[config.mk]
export PLATFORM = sky130hd
export DESIGN_NAME = lm32_dp_fifo_flat
export DESIGN_NICKNAME = d
export VERILOG_FILES = /design/src/rtl/lm32_dp_fifo_if.sv /design/src/rtl/lm32_dp_fifo.sv /design/src/flat_wrapper.sv
export SDC_FILE = /design/constraint.sdc
export NUM_CORES = 1
export LEC_CHECK = 0
export ABC_AREA = 1
export CAP_MARGIN = 20
export CORE_AREA = 4 4 116 118
export DETAILED_ROUTE_END_ITERATION = 6
export DIE_AREA = 0 0 120 122
export PLACE_DENSITY = 0.73
export REMOVE_ABC_BUFFERS = 1
export SETUP_SLACK_MARGIN = 0.5
export SYNTH_ARGS = -nofsm -noshare
export SYNTH_HDL_FRONTEND = slang
export SYNTH_SLANG_ARGS = --single-unit
[constraint.sdc]
create_clock -name clk_i -period 6 [get_ports clk_i]
set_clock_uncertainty 0.2 [all_clocks]
set_input_delay 0.6 -clock clk_i [delete_from_list [all_inputs] [get_ports clk_i]]
set_output_delay 0.6 -clock clk_i [all_outputs]
set_load 0.05 [all_outputs]
[src/rtl/lm32_dp_fifo_if.sv]
// lm32_dp_fifo_if: producer/consumer bundle for the lm32_dp_fifo controller.
// The slave modport is the FIFO itself, the master modport is the user side.
// Optional macro: CFG_FIFO_LEVEL_EN adds the level_o occupancy signal.
interface lm32_dp_fifo_if #(
    parameter int data_width = 8,
    parameter int addr_width = 4
);
    logic                  we_i;
    logic [data_width-1:0] wdata_i;
    logic                  full_o;
    logic                  afull_o;
    logic                  re_i;
    logic [data_width-1:0] rdata_o;
    logic                  empty_o;
`ifdef CFG_FIFO_LEVEL_EN
    logic [addr_width:0]   level_o;
`endif

    modport master (
        output we_i, wdata_i, re_i,
        input  full_o, afull_o, rdata_o, empty_o
`ifdef CFG_FIFO_LEVEL_EN
        , input level_o
`endif
    );

    modport slave (
        input  we_i, wdata_i, re_i,
        output full_o, afull_o, rdata_o, empty_o
`ifdef CFG_FIFO_LEVEL_EN
        , output level_o
`endif
    );
endinterface

[src/rtl/lm32_dp_fifo.sv]
// lm32_dp_fifo: first-word-fall-through FIFO controller around a dual-port RAM.
// Optional macro: CFG_FIFO_LEVEL_EN exposes the occupancy register as level_o.
// The read port registers its address (next read pointer) and reads the array
// asynchronously, so a word written into the head slot is visible next cycle.
module lm32_dp_fifo #(
    parameter int data_width  = 8,
    parameter int addr_width  = 4,
    parameter int afull_level = 12
) (
    input  logic               clk_i,
    input  logic               rst_i,
    lm32_dp_fifo_if.slave      bus
);
    localparam int DEPTH = 1 << addr_width;
    localparam logic [addr_width:0] LVL_FULL  = (addr_width+1)'(DEPTH);
    localparam logic [addr_width:0] LVL_AFULL = (addr_width+1)'(afull_level);

    logic [data_width-1:0] mem [DEPTH];

    // rptr_q doubles as the RAM's registered read address
    logic [addr_width-1:0] wptr_q, wptr_d;
    logic [addr_width-1:0] rptr_q, rptr_d;
    logic [addr_width:0]   level_q, level_d;
    logic                  empty_q, empty_d;
    logic                  full_q, full_d;
    logic                  afull_q, afull_d;
    logic                  we_acc, re_acc;

    // Accept push/pop, advance pointers and occupancy, derive next-state flags
    always_comb begin
        re_acc  = bus.re_i & ~empty_q;
        we_acc  = bus.we_i & (~full_q | re_acc);
        wptr_d  = wptr_q;
        rptr_d  = rptr_q;
        level_d = level_q;
        if (we_acc) begin
            wptr_d = wptr_q + 1'b1;
        end
        if (re_acc) begin
            rptr_d = rptr_q + 1'b1;
        end
        case ({we_acc, re_acc})
            2'b10:   level_d = level_q + 1'b1;
            2'b01:   level_d = level_q - 1'b1;
            default: level_d = level_q;
        endcase
        empty_d = (level_d == '0);
        full_d  = (level_d == LVL_FULL);
        afull_d = (level_d >= LVL_AFULL);
    end

    // Pointer, level and flag registers with synchronous active-low reset
    always_ff @(posedge clk_i) begin
        if (!rst_i) begin
            wptr_q  <= '0;
            rptr_q  <= '0;
            level_q <= '0;
            empty_q <= 1'b1;
            full_q  <= 1'b0;
            afull_q <= 1'b0;
        end else begin
            wptr_q  <= wptr_d;
            rptr_q  <= rptr_d;
            level_q <= level_d;
            empty_q <= empty_d;
            full_q  <= full_d;
            afull_q <= afull_d;
        end
    end

    // RAM write port; contents are never cleared and a push during reset is lost
    always_ff @(posedge clk_i) begin
        if (we_acc && rst_i) begin
            mem[wptr_q] <= bus.wdata_i;
        end
    end

    assign bus.rdata_o = empty_q ? '0 : mem[rptr_q];
    assign bus.empty_o = empty_q;
    assign bus.full_o  = full_q;
    assign bus.afull_o = afull_q;
`ifdef CFG_FIFO_LEVEL_EN
    assign bus.level_o = level_q;
`endif
endmodule

[src/flat_wrapper.sv]
// flat-port wrapper written by rule: the top's interface ports become plain ports
module lm32_dp_fifo_flat 
#(
    parameter int data_width  = 8,
    parameter int addr_width  = 4,
    parameter int afull_level = 12
)
  (clk_i, rst_i, bus_we_i, bus_wdata_i, bus_re_i, bus_full_o, bus_afull_o, bus_rdata_o, bus_empty_o);
  lm32_dp_fifo_if #(.data_width(data_width), .addr_width(addr_width)) bus_i ();
  input  logic clk_i;
  input  logic rst_i;
  input wire logic [$bits(bus_i.we_i)-1:0] bus_we_i;
  input wire logic [$bits(bus_i.wdata_i)-1:0] bus_wdata_i;
  input wire logic [$bits(bus_i.re_i)-1:0] bus_re_i;
  output wire logic [$bits(bus_i.full_o)-1:0] bus_full_o;
  output wire logic [$bits(bus_i.afull_o)-1:0] bus_afull_o;
  output wire logic [$bits(bus_i.rdata_o)-1:0] bus_rdata_o;
  output wire logic [$bits(bus_i.empty_o)-1:0] bus_empty_o;
  assign bus_i.we_i = bus_we_i;
  assign bus_i.wdata_i = bus_wdata_i;
  assign bus_i.re_i = bus_re_i;
  assign bus_full_o = bus_i.full_o;
  assign bus_afull_o = bus_i.afull_o;
  assign bus_rdata_o = bus_i.rdata_o;
  assign bus_empty_o = bus_i.empty_o;
  lm32_dp_fifo #(.data_width(data_width), .addr_width(addr_width), .afull_level(afull_level)) u_core (.clk_i(clk_i), .rst_i(rst_i), .bus(bus_i));
endmodule
Word-level counts from Yosys, hierarchy flattened --
Memories as Yosys holds them, arrays and structs flattened. A register that Yosys moved wholly into a read port is not among the register bits. Index checks and enable logic that the tools add are counted.
Storage, ports and cells: output and inout port bits 11, input port bits 12, memories kept 1, logic and storage cells 28, register bits 16, bits in writable memories 128
Memories:
- u_core.mem | words 16, width 8, read ports 1, clocked after memory_dff 1, write ports 1, line lm32_dp_fifo.sv:18 | logic [data_width-1:0] mem [DEPTH];
Cells by class: multiplexer cells 6, reductions and logical operators 2, $lt $le $gt $ge 1, eq/ne operators 3, bitwise logic cells 5, add/sub/neg operators 4
Operator list (count):
- 5-bit case mux with 2 select lines | 1
- 4-bit by 1-bit adder with 4-bit output, second input constant | 2
- 4-bit two-way mux | 2
- 8-bit two-way mux | 1
- 5-bit by 1-bit adder with 5-bit output, second input constant | 1
- 5-bit == test, second input constant | 1
- 5-bit by 4-bit >= comparator with 1-bit output, second input constant | 1
- 5-bit zero test | 1
- 5-bit by 1-bit subtractor with 5-bit output, second input constant | 1
- 1-bit AND | 2
- 2-bit by 1-bit == test with 1-bit output, second input constant | 1
- 2-bit == test, second input constant | 1
- 1-bit two-way mux | 2
- 1-bit inverter | 2
- 1-bit logical AND | 1
- 1-bit bitwise OR | 1

Longest topological paths before layout --
depth after elaboration 7, mapped depth 20, gate-level depth less buffers 20

Worst setup path after synthesis --
OpenSTA, ideal clock, no wires.
kind reg2reg, from reg u_core.empty_q, in the netlist u_core.bus.empty_o, to reg u_core.empty_q, in the netlist u_core.bus.empty_o, period minus slack after synthesis 2564 ps, setup time 123 ps, required time 5677 ps, slack 3436 ps, cell stages (with the launch flop) 18, arrival 2241 ps, path buffers 1, cell sequence dfxtp_1 > buf_6 > nor2_8 > inv_2 > nand2_2 > nand2_4 > ha_1 > nand2_1 > inv_1 > nor2_1 > ha_1 > inv_1 > nand2_1 > and2_1 > o22ai_1 > nor2_1 > nand3_1 > nand2_1
Between the ends: word-level cells in the longest chain between the ends 7, elaborated cells between the ends (all ways) 8, those cells by class 2 x eq/ne; 1 x mux; 4 x bitwise; 1 x reduce/logical
Ends and longest elaborated chain:
- from (decl) | line lm32_dp_fifo.sv:24 | logic empty_q, empty_d;
- from (signal assigned) | line lm32_dp_fifo.sv:65 | empty_q <= empty_d;
- 1-bit inverter (*) | line lm32_dp_fifo.sv:31 | re_acc = bus.re_i & ~empty_q;
- 1-bit AND (*) | line lm32_dp_fifo.sv:31
- net u_core.re_acc | line lm32_dp_fifo.sv:27 | logic we_acc, re_acc;
- 1-bit bitwise OR | line lm32_dp_fifo.sv:32 | we_acc = bus.we_i & (~full_q | re_acc);
- 1-bit AND | line lm32_dp_fifo.sv:32
- 2-bit by 1-bit == test with 1-bit output or 2-bit == test (tied branches) | line lm32_dp_fifo.sv:42 | case ({we_acc, re_acc})
- 5-bit case mux with 2 select lines (*) | line lm32_dp_fifo.sv:42
- 5-bit zero test (*) | line lm32_dp_fifo.sv:47 | empty_d = (level_d == '0);
Mark *: on every way through the listed nets, which the timed path passes. The rest lies on a longest branch. A chain may end at the register's enable or synchronous reset.

==> impl_metrics.py <==
metrics = {
    "critical_path": {
        "r2r_start": "u_core.bus.empty_o$_SDFF_PN1_",
        "cp.required_ns": 5.20,
        "cp_max_fo": 24,
        "path_buf_inv": 2,
        "worst_setup_path_start_kind": "register",
        "critPathArrivalTime_ns": 3.40,
        "worst_setup_path_end_kind": "output pin",
        "cp-endpoint": "bus_rdata_o[2]",
        "cpLargestDelayFamily": "buffers and inverters",
        "reg2reg_depth": 16,
        "worst-setup-path-type": "register to output pin",
        "timing.rr.end": "u_core.bus.full_o$_SDFF_PN0_",
        "cp_cell_sequence": "clkinv_1 > o211ai_1 > nand3_1 > a21oi_1 > clkdlybuf4s50_1",
        "critPathMaxStageDelay_ns": 0.94,
        "cp_slowest_cell": "dfxtp_1",
        "reg2reg_slack_ns": 3.16,
        "crit_cells": 5,
    },
    "pwr": {
        "p_leak_nw": 2.407,
        "power_mw": 2.637,
        "power_per_cell_area_nw_per_um2": 373.5,
        "peakVddDrop_mv": 0.2635,
    },
    "floorplanning": {
        "row_count": 41,
        "die_h_um": 122,
        "floorplan.initialDensity_pct": 49.31,
        "num_io_pins": 23,
        "core_area_um2": 12470,
        "dieArea_um2": 14640,
        "die_w_um": 120,
    },
    "clock_tree": {
        "cts_hold_buf": 0,
        "cts_setup_buffers": 0,
        "cts_made_buffers": 17,
        "clockBufferDepth": 2,
        "cts_resized": 0,
        "cts_tree": "built",
        "insertion_delay_ns": 0.42,
        "cts.sinks": 148,
        "cts_htree_levels": 4,
        "clk_pin_slew_ns": 0.06,
        "root_buffer": "clkbuf_16",
    },
    "timing": {
        "setup_viol": 0,
        "tns_ns": 0,
        "post-route-min-period_ns": 4.203,
        "maxSlewHeadroom_pct": 36.89,
        "holdWs_ns": 0.2516,
        "worst_slew_pin_slew_ns": 0.9454,
        "grt_setup_unrepaired": "no",
        "fmax_mhz": 237.9,
        "report.final.slew_viol_count": 0,
        "final_hold_viol_count": 0,
        "fin_ws_ns": 1.797,
        "timing.final.crit_share_pct": 70.05,
    },
    "routing": {
        "drtIter0Drc": 516,
        "wl_mm": 12.93,
        "drc": 0,
        "viasPerCell": 5.537,
        "firstDrtPassIters": 7,
        "vias": 4053,
        "detail_route.wl_per_cell_um": 17.66,
        "antenna_left": 0,
    },
    "placement": {
        "routabilityCongestion": 0.8371,
        "dp.cells": 699,
        "dpl_worst_slack_ns": 2.275,
        "io_buffers": 22,
        "dpl-instance-area_um2": 6479,
        "dpl.hpwl_mm": 8.041,
    },
    "logic_synthesis": {
        "yosysSeqAreaShare_pct": 69.04,
        "synth.area.top_cells": "edfxtp_1 (63%), nor2_1 (7.0%), dfxtp_1 (6.5%), o211ai_1 (3.8%), o21ai_0 (3.7%)",
        "ys.flop_type": "edfxtp_1",
        "syn_avg_cell_area_um2": 11.80,
        "ys_async_sr_fraction_pct": 0,
        "syn-cell-area_um2": 6147,
        "synth_top_cell_by_area": "edfxtp_1",
        "synth_edf_count": 128,
        "yosys_warnings": 0,
        "ys_types": 30,
        "yosysTopAreaCellShare_pct": 62.53,
        "synth_seq_cells": 148,
        "synth_cells": 521,
    },
    "finish": {
        "stdcell_count": 732,
        "synthToLayoutAreaGrowth_pct": 14.86,
        "utilization_pct": 56.64,
        "fillers": 1015,
        "diodes": 0,
        "finalInstanceArea_um2": 7061,
        "final_nets": 568,
        "final_layout_size_suffix_gt1_share_pct": 9.464,
    },
    "status": {
        "status": "complete, no violations",
    },
    "grt": {
        "grt_max_degree": 65,
        "grt_usage_pct": 18.46,
        "grt_pass1_vias": 3860,
        "antenna_found_initial": 0,
        "grt_pass1_wl_mm": 20.55,
        "gr-total-overflow": 0,
    },
    "job": {
        "drv_cap": 0,
    },
    "worst_hold_path": {
        "hold_path.class": "register to register",
    },
}
routing by layer:
layer / wire length (um) / GRT usage (%) / vias to the layer above / share of wire [%]
li1: - / - / 1910 / -
met1: 5368 / 24.01 / 1966 / 42
met2: 6545 / 30.17 / 158 / 51
met3: 795 / 4.782 / 19 / 6.1
met4: 218 / 6.657 / 0 / 1.7
met5: 0 / 0 / - / 0
flip-flops by register name, indices dropped and copies added (netlist names), named ones only:
| signal | flops |
|---|---|
| u_core.mem | 128 |
| u_core.level_q | 5 |
| u_core.rptr_q | 4 |
| u_core.wptr_q | 4 |
| u_core.bus.afull_o | 1 |
| u_core.bus.empty_o | 1 |
| u_core.bus.full_o | 1 |
Yosys cell counts, types with 2 or more instances:
library cell    n
edfxtp_1      128
nor2_1        115
o21ai_0        45
o21ai_1        34
nand2_1        31
o211ai_1       31
inv_1          24
dfxtp_1        20
nand3_1        18
a21oi_1        14
buf_4           9
ha_1            9
nor3_1          9
buf_6           7
clkbuf_1        7
inv_2           3
buf_2           2
nor2_2          2
xor2_1          2
cell usage in the layout (no fill, tap or decap), drive strengths merged:
cell	netlist	final
clkinv	1	7
or2	1	1
clkinvlp	0	2
o211ai	31	31
clkbuf	7	18
o21bai	1	1
nor3	9	9
o22ai	1	1
bufinv	0	1
buf	18	9
mux2i	1	1
nand3	18	18
xor2	2	2
a21oi	14	14
nor2	118	118
nand2	33	33
inv	28	34
edfxtp	128	128
and2	1	1
dfxtp	20	20
o221ai	1	1
o21ai	79	79
ha	9	9
clkdlybuf4s50	0	22
kinds of logic after synthesis:
family          after synthesis  share of synthesized area, %
fa+ha+maj                     9                         1.832
simple gates                180                         12.13
mux                           1                        0.1628
flops                       148                         69.04
compound gates              127                         11.72
xor+xnor                      2                        0.2850
buf+inv                      54                         4.824
how the worst min path moves through the flow:
stage	startpoint	to	cells after the start
after floorplan	u_core.rptr_q[3]$_SDFFE_PN0P_	register	1
after global placement	u_core.rptr_q[3]$_SDFFE_PN0P_	u_core.rptr_q[3]$_SDFFE_PN0P_	1
after detailed placement	u_core.rptr_q[3]$_SDFFE_PN0P_	u_core.rptr_q[3]$_SDFFE_PN0P_	1
after CTS	u_core.rptr_q[3]$_SDFFE_PN0P_	u_core.rptr_q[3]$_SDFFE_PN0P_	1
after global routing	u_core.rptr_q[3]$_SDFFE_PN0P_	u_core.rptr_q[3]$_SDFFE_PN0P_	1
final	u_core.rptr_q[3]$_SDFFE_PN0P_	u_core.rptr_q[3]$_SDFFE_PN0P_	1
cell type report:
class	count	area (um2)	area share (%)
clock inverters	15	148.9	2.109
flip-flops and latches	148	4245	60.13
repair buffers	32	305.3	4.324
multi-input cells	319	1607	22.75
clock buffers	17	425.4	6.025
well taps	172	215.2	3.048
inverters	29	113.9	1.613
power breakdown:
group / switching [mW] / internal (mW)
sequential: 0.0403 / 1.15
clock: 0.430 / 0.581
combinational: 0.298 / 0.142
total: 0.769 / 1.87
(Power assumes the default switching activity.)
